--- src/rtl/pad_in_deglitch.sv ---
// Core-side conditioning for a raw pad input: synchronizer, optional stability
// filter, edge pulses and a saturating count of rejected glitches.
module pad_in_deglitch #(
   parameter int   SYNC_STAGES = 2,
   parameter int   CNT_W       = 8,
   parameter int   GLITCH_W    = 8,
   parameter logic RESET_VAL   = 1'b1
) (
   input  logic                clock,
   input  logic                reset_n,
   input  logic                i,
   input  logic                filt_en,
   input  logic [CNT_W-1:0]    stable_cycles,
   input  logic                glitch_clr,
   output logic                out,
   output logic                rise,
   output logic                fall,
   output logic [GLITCH_W-1:0] glitch_cnt
);

   typedef enum logic {STABLE, QUALIFY} state_t;

   localparam logic [CNT_W-1:0] ONE = CNT_W'(1);

   logic [SYNC_STAGES-1:0] sync;
   logic                   s;
   state_t                 state, state_nxt;
   logic [CNT_W-1:0]       cnt, cnt_nxt, thr;
   logic [CNT_W:0]         cnt_inc;
   logic                   out_nxt, glitch_inc;
   logic [GLITCH_W-1:0]    glitch_nxt;

   // Plain flop chain; the pad level is asynchronous so nothing may sit between stages.
   always_ff @(posedge clock) begin
      if (!reset_n)
         sync <= {SYNC_STAGES{RESET_VAL}};
      else
         sync <= {sync[SYNC_STAGES-2:0], i};
   end

   assign s       = sync[SYNC_STAGES-1];
   assign thr     = (stable_cycles == '0) ? ONE : stable_cycles;
   assign cnt_inc = {1'b0, cnt} + {{CNT_W{1'b0}}, 1'b1};

   // Threshold is re-read every cycle, so lowering it mid-qualification can finish it early.
   always_comb begin
      state_nxt  = state;
      cnt_nxt    = cnt;
      out_nxt    = out;
      glitch_inc = 1'b0;
      if (!filt_en) begin
         state_nxt = STABLE;
         cnt_nxt   = '0;
         out_nxt   = s;
      end else begin
         case (state)
            STABLE: begin
               if (s != out) begin
                  if (thr == ONE) begin
                     out_nxt = s;
                  end else begin
                     cnt_nxt   = ONE;
                     state_nxt = QUALIFY;
                  end
               end
            end
            QUALIFY: begin
               if (s == out) begin
                  cnt_nxt    = '0;
                  state_nxt  = STABLE;
                  glitch_inc = 1'b1;
               end else if (cnt_inc >= {1'b0, thr}) begin
                  out_nxt   = s;
                  cnt_nxt   = '0;
                  state_nxt = STABLE;
               end else begin
                  cnt_nxt = cnt_inc[CNT_W-1:0];
               end
            end
            default: begin
               cnt_nxt   = '0;
               state_nxt = STABLE;
            end
         endcase
      end
   end

   always_comb begin
      glitch_nxt = glitch_cnt;
      if (glitch_clr)
         glitch_nxt = '0;
      else if (glitch_inc && (glitch_cnt != {GLITCH_W{1'b1}}))
         glitch_nxt = glitch_cnt + GLITCH_W'(1);
   end

   // Pulses come from the same next-level decision as out, so they line up with it.
   always_ff @(posedge clock) begin
      if (!reset_n) begin
         state      <= STABLE;
         cnt        <= '0;
         out        <= RESET_VAL;
         rise       <= 1'b0;
         fall       <= 1'b0;
         glitch_cnt <= '0;
      end else begin
         state      <= state_nxt;
         cnt        <= cnt_nxt;
         out        <= out_nxt;
         rise       <= out_nxt & ~out;
         fall       <= ~out_nxt & out;
         glitch_cnt <= glitch_nxt;
      end
   end

endmodule

--- config.mk ---
export PLATFORM = sky130hd
export DESIGN_NAME = pad_in_deglitch
export DESIGN_NICKNAME = d
export VERILOG_FILES = /design/src/rtl/pad_in_deglitch.sv
export SDC_FILE = /design/constraint.sdc
export NUM_CORES = 1
export LEC_CHECK = 0
export BUFFER_PORTS_ARGS = -buffer_cell sky130_fd_sc_hd__buf_2
export CAP_MARGIN = 20
export CORE_ASPECT_RATIO = 0.8
export CORE_UTILIZATION = 30
export CTS_CLUSTER_SIZE = 14
export DETAILED_ROUTE_END_ITERATION = 12
export GPL_TIMING_DRIVEN = 0
export PLACE_DENSITY = 0.46
export SLEW_MARGIN = 25
export SYNTH_ARGS = -nofsm -noshare
export SYNTH_HDL_FRONTEND = slang
export SYNTH_SLANG_ARGS = --single-unit
--- constraint.sdc ---
create_clock -name clock -period 4.3 [get_ports clock]
set_clock_uncertainty 0.15 [all_clocks]
set_input_delay 0.86 -clock clock [delete_from_list [all_inputs] [get_ports clock]]
set_output_delay 0.86 -clock clock [all_outputs]
set_load 0.01 [all_outputs]
==> results of run 1 <==
-- critical path, delay by kind of cell --
kind            cells  cell delay, ps
compound gates      3            1020
buf+inv             1             100
simple gates        5            1170
fa+ha+maj           1             220
-- layer usage --
metal / up-vias / track usage, %
li1: 609 / -
met1: 490 / 18.3
met2: 9 / 18.6
met3: 2 / 3.94
met4: 0 / 1.65
met5: - / 0
-- synth_stat cells, types with 3 or more instances --
| cell | number | share of area, % |
|---|---|---|
| sky130_fd_sc_hd__ha_1 | 10 | 9.3 |
| sky130_fd_sc_hd__and3_1 | 4 | 1.9 |
| sky130_fd_sc_hd__xnor2_1 | 3 | 2.0 |
| sky130_fd_sc_hd__inv_1 | 9 | 2.5 |
| sky130_fd_sc_hd__nand2_1 | 13 | 3.6 |
| sky130_fd_sc_hd__nor2_1 | 14 | 3.9 |
| sky130_fd_sc_hd__nand3_1 | 6 | 2.2 |
| sky130_fd_sc_hd__o211ai_1 | 4 | 2.2 |
| sky130_fd_sc_hd__nand4_1 | 5 | 2.3 |
| sky130_fd_sc_hd__nor2b_1 | 4 | 1.9 |
| sky130_fd_sc_hd__nand2b_1 | 4 | 1.9 |
| sky130_fd_sc_hd__a21o_1 | 3 | 1.7 |
| sky130_fd_sc_hd__and2_1 | 3 | 1.4 |
| sky130_fd_sc_hd__or2_2 | 4 | 1.9 |
| sky130_fd_sc_hd__dfxtp_1 | 22 | 33 |
| sky130_fd_sc_hd__xor2_1 | 5 | 3.3 |
| sky130_fd_sc_hd__or3_1 | 3 | 1.4 |
| sky130_fd_sc_hd__a21oi_1 | 9 | 3.4 |
-- flip-flops by register name (all words and copies together) (netlist names) --
signal,cells
cnt,8
glitch_cnt,8
sync,2
fall,1
out,1
rise,1
state,1
-- logic make-up after synthesis --
family / synth area share [%]
buf+inv: 3.74
fa+ha+maj: 9.35
xor+xnor: 6.45
flops: 32.9
mux: 0.748
compound gates: 18.0
simple gates: 28.8
-- power by group through the flow --
stage                     Combinational (mW)  Clock (mW)  Sequential [mW]
after floorplan                       0.0209           0            0.213
after global placement                0.0323           0            0.214
after detailed placement              0.0332           0            0.214
after CTS                             0.0335       0.153            0.209
after global routing                  0.0372       0.164            0.209
final                                 0.0330       0.146            0.209
-- layout make-up --
class / count / area share [%]
well taps: 57 / 4.54
flip-flops and latches: 22 / 28.0
multi-input cells: 121 / 54.0
plain buffers: 4 / 1.04
repair buffers: 21 / 6.69
clock buffers: 4 / 3.51
inverters: 9 / 2.15
-- worst paths after layout --
check                                          end  slack [ps]
worst max-delay path               fall$_SDFF_PN0_         920
worst min-delay path            sync[1]$_SDFF_PN1_         270
worst max register to register     fall$_SDFF_PN0_         940
worst min register to register  sync[1]$_SDFF_PN1_         270
==> out/results.tsv, run 1 <==
stage	metric	value	unit
run_status	result of the run	complete, no violations	
cells_and_area	layout cells sized above 1	19.9	%
drt	final wirelength	2.85	mm
global_routing	global-route wire length before repair	4.55	mm
placement	Worst Setup Slack post-DPL	637	ps
setup_path	endpoint type of the worst setup path	flip-flop	
yosys	share of flip-flops with an asynchronous set or reset	0	%
clocking	total of hold buffers inserted after clock tree synthesis	0	
yosys	Main synth FF type	sky130_fd_sc_hd__dfxtp_1	
global_routing	number of antenna violations at the first check in global routing	0	
sta	RSZ-0062 raised after global routing	no	
clocking	H-tree levels	1	
pwr	power density over the cells	247	nW/um2
cells_and_area	Antenna Diode Count	0	
pwr	Net Sw Frac	22.4	%
setup_path	required time of the critical path	4310	ps
flow_run	# Max-Cap Violations	0	
drt	average wire length per cell after detail routing	12.0	um
die	# rows	21	
clocking	TritonCTS clock tree	yes	
worst_hold_path	launch instance of the worst min-delay path	sync[0]$_SDFF_PN1_	
sta	worst hold slack	274	ps
die	y dimension of the die	61.8	um
setup_path	master of the slowest instance on the critical path	sky130_fd_sc_hd__a2111oi_4	
sta	timing-limited maximum frequency	296	MHz
placement	final weighted congestion in routability-driven placement	0.753	
yosys	mean post-synth cell area	8.58	um2
setup_path	critical path peak fanout	10	
sta	final-report setup violation count	0	
drt	routed metal-1 wirelength	1.56	mm
sta	final-report max-slew violation count	0	
setup_path	Worst Path Class, Setup	primary input to flip-flop	
sta	total negative setup slack	0	ps
setup_path	depth of the most critical reg-to-reg path	10	
drt	detailed-routed wire length on met3	78	um
cells_and_area	area added between synthesis and finish	17.3	%
die	Initial Util	31.6	%
cells_and_area	final net count	205	
sta	Final Worst Setup Slack	920	ps
drt	DR vias	1110	
die	overall die width	76.7	um
pwr	relative contribution of sequential cells to total power	53.9	%
yosys	proportion of synthesized chip area in sequential cells	32.9	%
clocking	CTS Buf Count	3	
pwr	switching component of the power	86.8	uW
clocking	post-CTS repair timing setup buffer count	0	
clocking	number of instances resized during post-cts repair	0	
sta	Tightest Pin Transition	743	ps
worst_hold_path	hold path depth	1	
cells_and_area	area of the multi-input gates	848	um2
drt	post-route DRC violation count	0	
yosys	netlist area before placement	1340	um2
pwr	part of the power in the clock network	37.6	%
drt	final antenna-violating net count	0	
setup_path	r2r startpoint	cnt[0]$_SDFFE_PN0P_	
pwr	internal power	301	uW
sta	hold violation count in the final report	0	
placement	Placed Instances	234	
yosys	count of flip-flops with a built-in enable after synthesis	0	
yosys	Seq cells post-synth	22	
global_routing	global router's overall resource usage	12.6	%
cells_and_area	sequential standard cell area	440	um2
die	DIE AREA	4740	um2
drt	number of vias per cell after detailed routing	4.66	
pwr	fraction of power consumed by combinational cells	8.5	%
setup_path	category of the worst setup path launch point	primary input	
drt	met2 routed WL	1.20	mm
setup_path	Cell Chain, Critical Path	buf_2 > nor4_1 > nand2_1 > nand2b_1 > ha_1 > nor2b_1 > o21ai_1 > a2111oi_4 > o311ai_2 > and3_1	
clocking	maximum clock path buffer count	2	
yosys	Synth Net Count	179	
clocking	clock-pin transition on the worst setup and hold timing paths	80	ps
die	boundary pin count	24	
pwr	maximum vdd drop	0.000125	V
cells_and_area	non-filler instance count after layout	238	
placement	Port-buffer cells	21	
setup_path	Crit. Startpoint	stable_cycles[4]	
drt	Pre-Repair DR Iteration Count	4	
yosys	Cells after Synth	156	
setup_path	arrival time of the worst setup path	3390	ps
pwr	Tot Pwr	388	uW
pwr	standby leakage power	0.701	nW
worst_hold_path	path category of the worst min-delay check	flip-flop to flip-flop	
cells_and_area	commonest cells after routing, fill and taps aside	sky130_fd_sc_hd__dfxtp_1 (22), sky130_fd_sc_hd__buf_2 (21), sky130_fd_sc_hd__nor2_1 (14)	
sta	Final period util	78.6	%
yosys	Cell variety after synth	44	
drt	Starting DRT DRC Count	51	
placement	Cell Area, Placed	1520	um2
yosys	Synth warnings	0	
clocking	number of clock sinks seen by CTS	22	
clocking	cell at the root of the clock tree	sky130_fd_sc_hd__clkbuf_8	
cells_and_area	post-layout utilization of the core	37.1	%
setup_path	peak per-stage delay on the critical path	700	ps
global_routing	via count of the first global-routing pass	943	
drt	Top Metal Used	met4	
cells_and_area	fill count	429	
cells_and_area	Layout Cell Area excl Fill	1570	um2
sta	time the final worst path needs with I/O delays and setup	3380	ps
die	core box area	4230	um2
placement	DP HPWL	2.20	mm
cells_and_area	leading cell type in the layout, fill and taps excluded	sky130_fd_sc_hd__dfxtp_1	
global_routing	largest net degree at the start of global routing	13	
clocking	clock insertion delay at the later pin of the skew report	260	ps
global_routing	residual overflow from global routing	0	
sta	worst-case headroom to the max-slew limit	50.5	%
No activity file was read; power rests on OpenSTA's default activity.
==> run 2: changes to the inputs <==
--- a/config.mk
+++ b/config.mk
@@ -12,7 +12,7 @@
 export CTS_CLUSTER_SIZE = 14
 export DETAILED_ROUTE_END_ITERATION = 12
 export GPL_TIMING_DRIVEN = 0
-export PLACE_DENSITY = 0.46
+export PLACE_DENSITY = 0.48
 export SLEW_MARGIN = 25
 export SYNTH_ARGS = -nofsm -noshare
 export SYNTH_HDL_FRONTEND = slang
==> constraint.sdc (replaced) <==
create_clock -name clock -period 2.81 [get_ports clock]
set_clock_uncertainty 0.15 [all_clocks]
set_input_delay 0.562 -clock clock [delete_from_list [all_inputs] [get_ports clock]]
set_output_delay 0.562 -clock clock [all_outputs]
set_load 0.01 [all_outputs]
==> run 2 against run 1 <==
  * Core utilization rose by 4.2 points
  * Sequential power rose by 52%
  * Hold slack improved by 5.7 ps
  * Flip-flop and latch count did not move
  * Via count rose by 8.6%
  * Critical endpoint is now out$_SDFF_PN1_
  * Highest routed layer unchanged
==> out/results.tsv, run 2 (same netlist as run 1, synthesis figures left out) <==
stage	metric	value	unit	change
run_status	result of the run	complete, no violations		
drt	Starting DRT DRC Count	57		+12%
sta	time the final worst path needs with I/O delays and setup	2700	ps	
cells_and_area	non-filler instance count after layout	242		+1.7%
setup_path	number of buffer and inverter stages on the critical path	2		+1
cells_and_area	Antenna Diode Count	0		unchanged
sta	Tightest Pin Transition	564	ps	-179 ps
pwr	standby leakage power	0.735	nW	+4.9%
clocking	H-tree levels	1		unchanged
placement	final weighted congestion in routability-driven placement	0.764		+1.4%
drt	average wire length per cell after detail routing	12.0	um	about the same
sta	worst hold slack	279	ps	+5.67 ps
drt	number of vias per cell after detailed routing	4.98		+6.8%
global_routing	global router's overall resource usage	13.0	%	+0.38 points
die	DIE AREA	4740	um2	unchanged
setup_path	master of the slowest instance on the critical path	sky130_fd_sc_hd__dfxtp_4		
clocking	cell at the root of the clock tree	sky130_fd_sc_hd__clkbuf_8		
setup_path	Worst Path Class, Setup	flip-flop to flip-flop		
global_routing	residual overflow from global routing	0		unchanged
clocking	clock-pin transition on the worst setup and hold timing paths	90	ps	about the same
flow_run	# Max-Cap Violations	0		unchanged
setup_path	Top Family by Delay on Critical Path	simple AND/OR/NAND/NOR gates		
drt	post-route DRC violation count	0		unchanged
sta	final-report setup violation count	0		unchanged
die	y dimension of the die	61.8	um	unchanged
setup_path	category of the worst setup path launch point	flip-flop		
setup_path	arrival time of the worst setup path	2690	ps	-700 ps
placement	Worst Setup Slack post-DPL	-570	ps	-1210 ps
setup_path	endpoint type of the worst setup path	flip-flop		
clocking	maximum clock path buffer count	2		unchanged
worst_hold_path	path category of the worst min-delay check	flip-flop to flip-flop		
clocking	total of hold buffers inserted after clock tree synthesis	0		unchanged
cells_and_area	layout cells sized above 1	31.4	%	+11 points
die	core box area	4230	um2	unchanged
setup_path	peak per-stage delay on the critical path	390	ps	-310 ps
clocking	number of clock sinks seen by CTS	22		unchanged
die	# rows	21		unchanged
die	Initial Util	31.6	%	unchanged
placement	Placed Instances	234		unchanged
die	boundary pin count	24		unchanged
cells_and_area	leading cell type in the layout, fill and taps excluded	sky130_fd_sc_hd__buf_2		
sta	Final Worst Setup Slack	114	ps	-806 ps
sta	total negative setup slack	0	ps	unchanged
cells_and_area	final net count	209		+2.0%
placement	Port-buffer cells	21		unchanged
drt	DR vias	1205		+8.6%
global_routing	largest net degree at the start of global routing	14		+1
sta	RSZ-0062 raised after global routing	yes		
drt	Pre-Repair DR Iteration Count	4		unchanged
sta	hold violation count in the final report	0		unchanged
cells_and_area	commonest cells after routing, fill and taps aside	sky130_fd_sc_hd__buf_2 (21), sky130_fd_sc_hd__dfxtp_1 (17), sky130_fd_sc_hd__nor2_1 (13)		
clocking	TritonCTS clock tree	yes		
clocking	clock insertion delay at the later pin of the skew report	270	ps	about the same
setup_path	required time of the critical path	2800	ps	-1510 ps
cells_and_area	fill count	420		-2.1%
die	overall die width	76.7	um	unchanged
setup_path	most used cell along the critical path	sky130_fd_sc_hd__and3_4		
global_routing	via count of the first global-routing pass	1049		+11%
sta	final-report max-slew violation count	0		unchanged
sta	worst-case headroom to the max-slew limit	62.4	%	+12 points
global_routing	global-route wire length before repair	4.80	mm	+5.5%
cells_and_area	Regs by FF count	cnt: 8 flops, glitch_cnt: 8 flops, sync: 2 flops		
cells_and_area	area added between synthesis and finish	30.5	%	
drt	final antenna-violating net count	0		unchanged
sta	Final period util	95.9	%	
clocking	CTS Buf Count	3		unchanged
setup_path	critical path peak fanout	5		-5
placement	DP HPWL	2.22	mm	+1.2%
pwr	power density over the cells	382	nW/um2	+55%
global_routing	number of antenna violations at the first check in global routing	0		unchanged
pwr	maximum vdd drop	0.000177	V	+42%
sta	timing-limited maximum frequency	371	MHz	
setup_path	Cell Chain, Critical Path	ha_4 > nand4_1 > inv_1 > nand2_2 > xnor2_2 > ha_1 > and3_4 > and3_4 > a2111oi_4 > buf_6 > and4bb_1 > o21ai_1		
drt	final wirelength	2.89	mm	+1.7%
-- run 2: path summary, 6_finish.rpt --
kind | startpoint | to | slack (ps) | cells past startpoint
worst max register to register | cnt[0]$_SDFFE_PN0P_ | out$_SDFF_PN1_ | 110 | 12
worst min register to register | sync[0]$_SDFF_PN1_ | sync[1]$_SDFF_PN1_ | 280 | 1
worst max-delay path | cnt[0]$_SDFFE_PN0P_ | out$_SDFF_PN1_ | 110 | 12
worst min-delay path | sync[0]$_SDFF_PN1_ | sync[1]$_SDFF_PN1_ | 280 | 1
-- run 2: where the power goes --
group          leakage (nW)  switching (mW)  total (mW)  internal, mW
Sequential            0.181         0.00481       0.318         0.313
Clock                0.0357           0.104       0.294         0.190
Combinational         0.518          0.0326      0.0565        0.0239
Total                 0.735           0.141       0.668         0.527
-- run 2: timing repair --
item                                   CTS  global route
pin swaps                                1            10
gates cloned                             1             0
buffers inserted                         2             1
endpoints found under the hold margin    0             0
setup endpoints to repair               12            12
resized for setup                       10            18
-- run 2: cell type report --
class | count | area [um2] | share of cell area [%]
buffer | 4 | 16.3 | 0.931
multi-input combinational | 121 | 961 | 55.0
clock buffer | 3 | 41.3 | 2.36
clock inverter | 1 | 30.0 | 1.72
tap | 57 | 71.3 | 4.08
timing repair buffer | 25 | 139 | 7.95
inverter | 9 | 33.8 | 1.93
sequential | 22 | 454 | 26.0
-- run 2: per-stage QoR --
step	power, mW	util [%]	instance area (um2)
after CTS	0.679	38.8	1640
final	0.668	41.3	1750
after detailed placement	0.378	35.8	1520
after global placement	0.377	35.8	1520
after floorplan	0.359	-	1340
after global routing	0.702	41.3	1750
-- run 2: per-layer routing --
layer	track usage [%]	up-vias	routed length, um	share of wire (%)
li1	-	616	-	-
met1	16.9	570	1470	51
met2	21.3	17	1310	45
met3	3.94	2	99	3.4
met4	3.30	0	20	0.69
met5	0	-	0	0
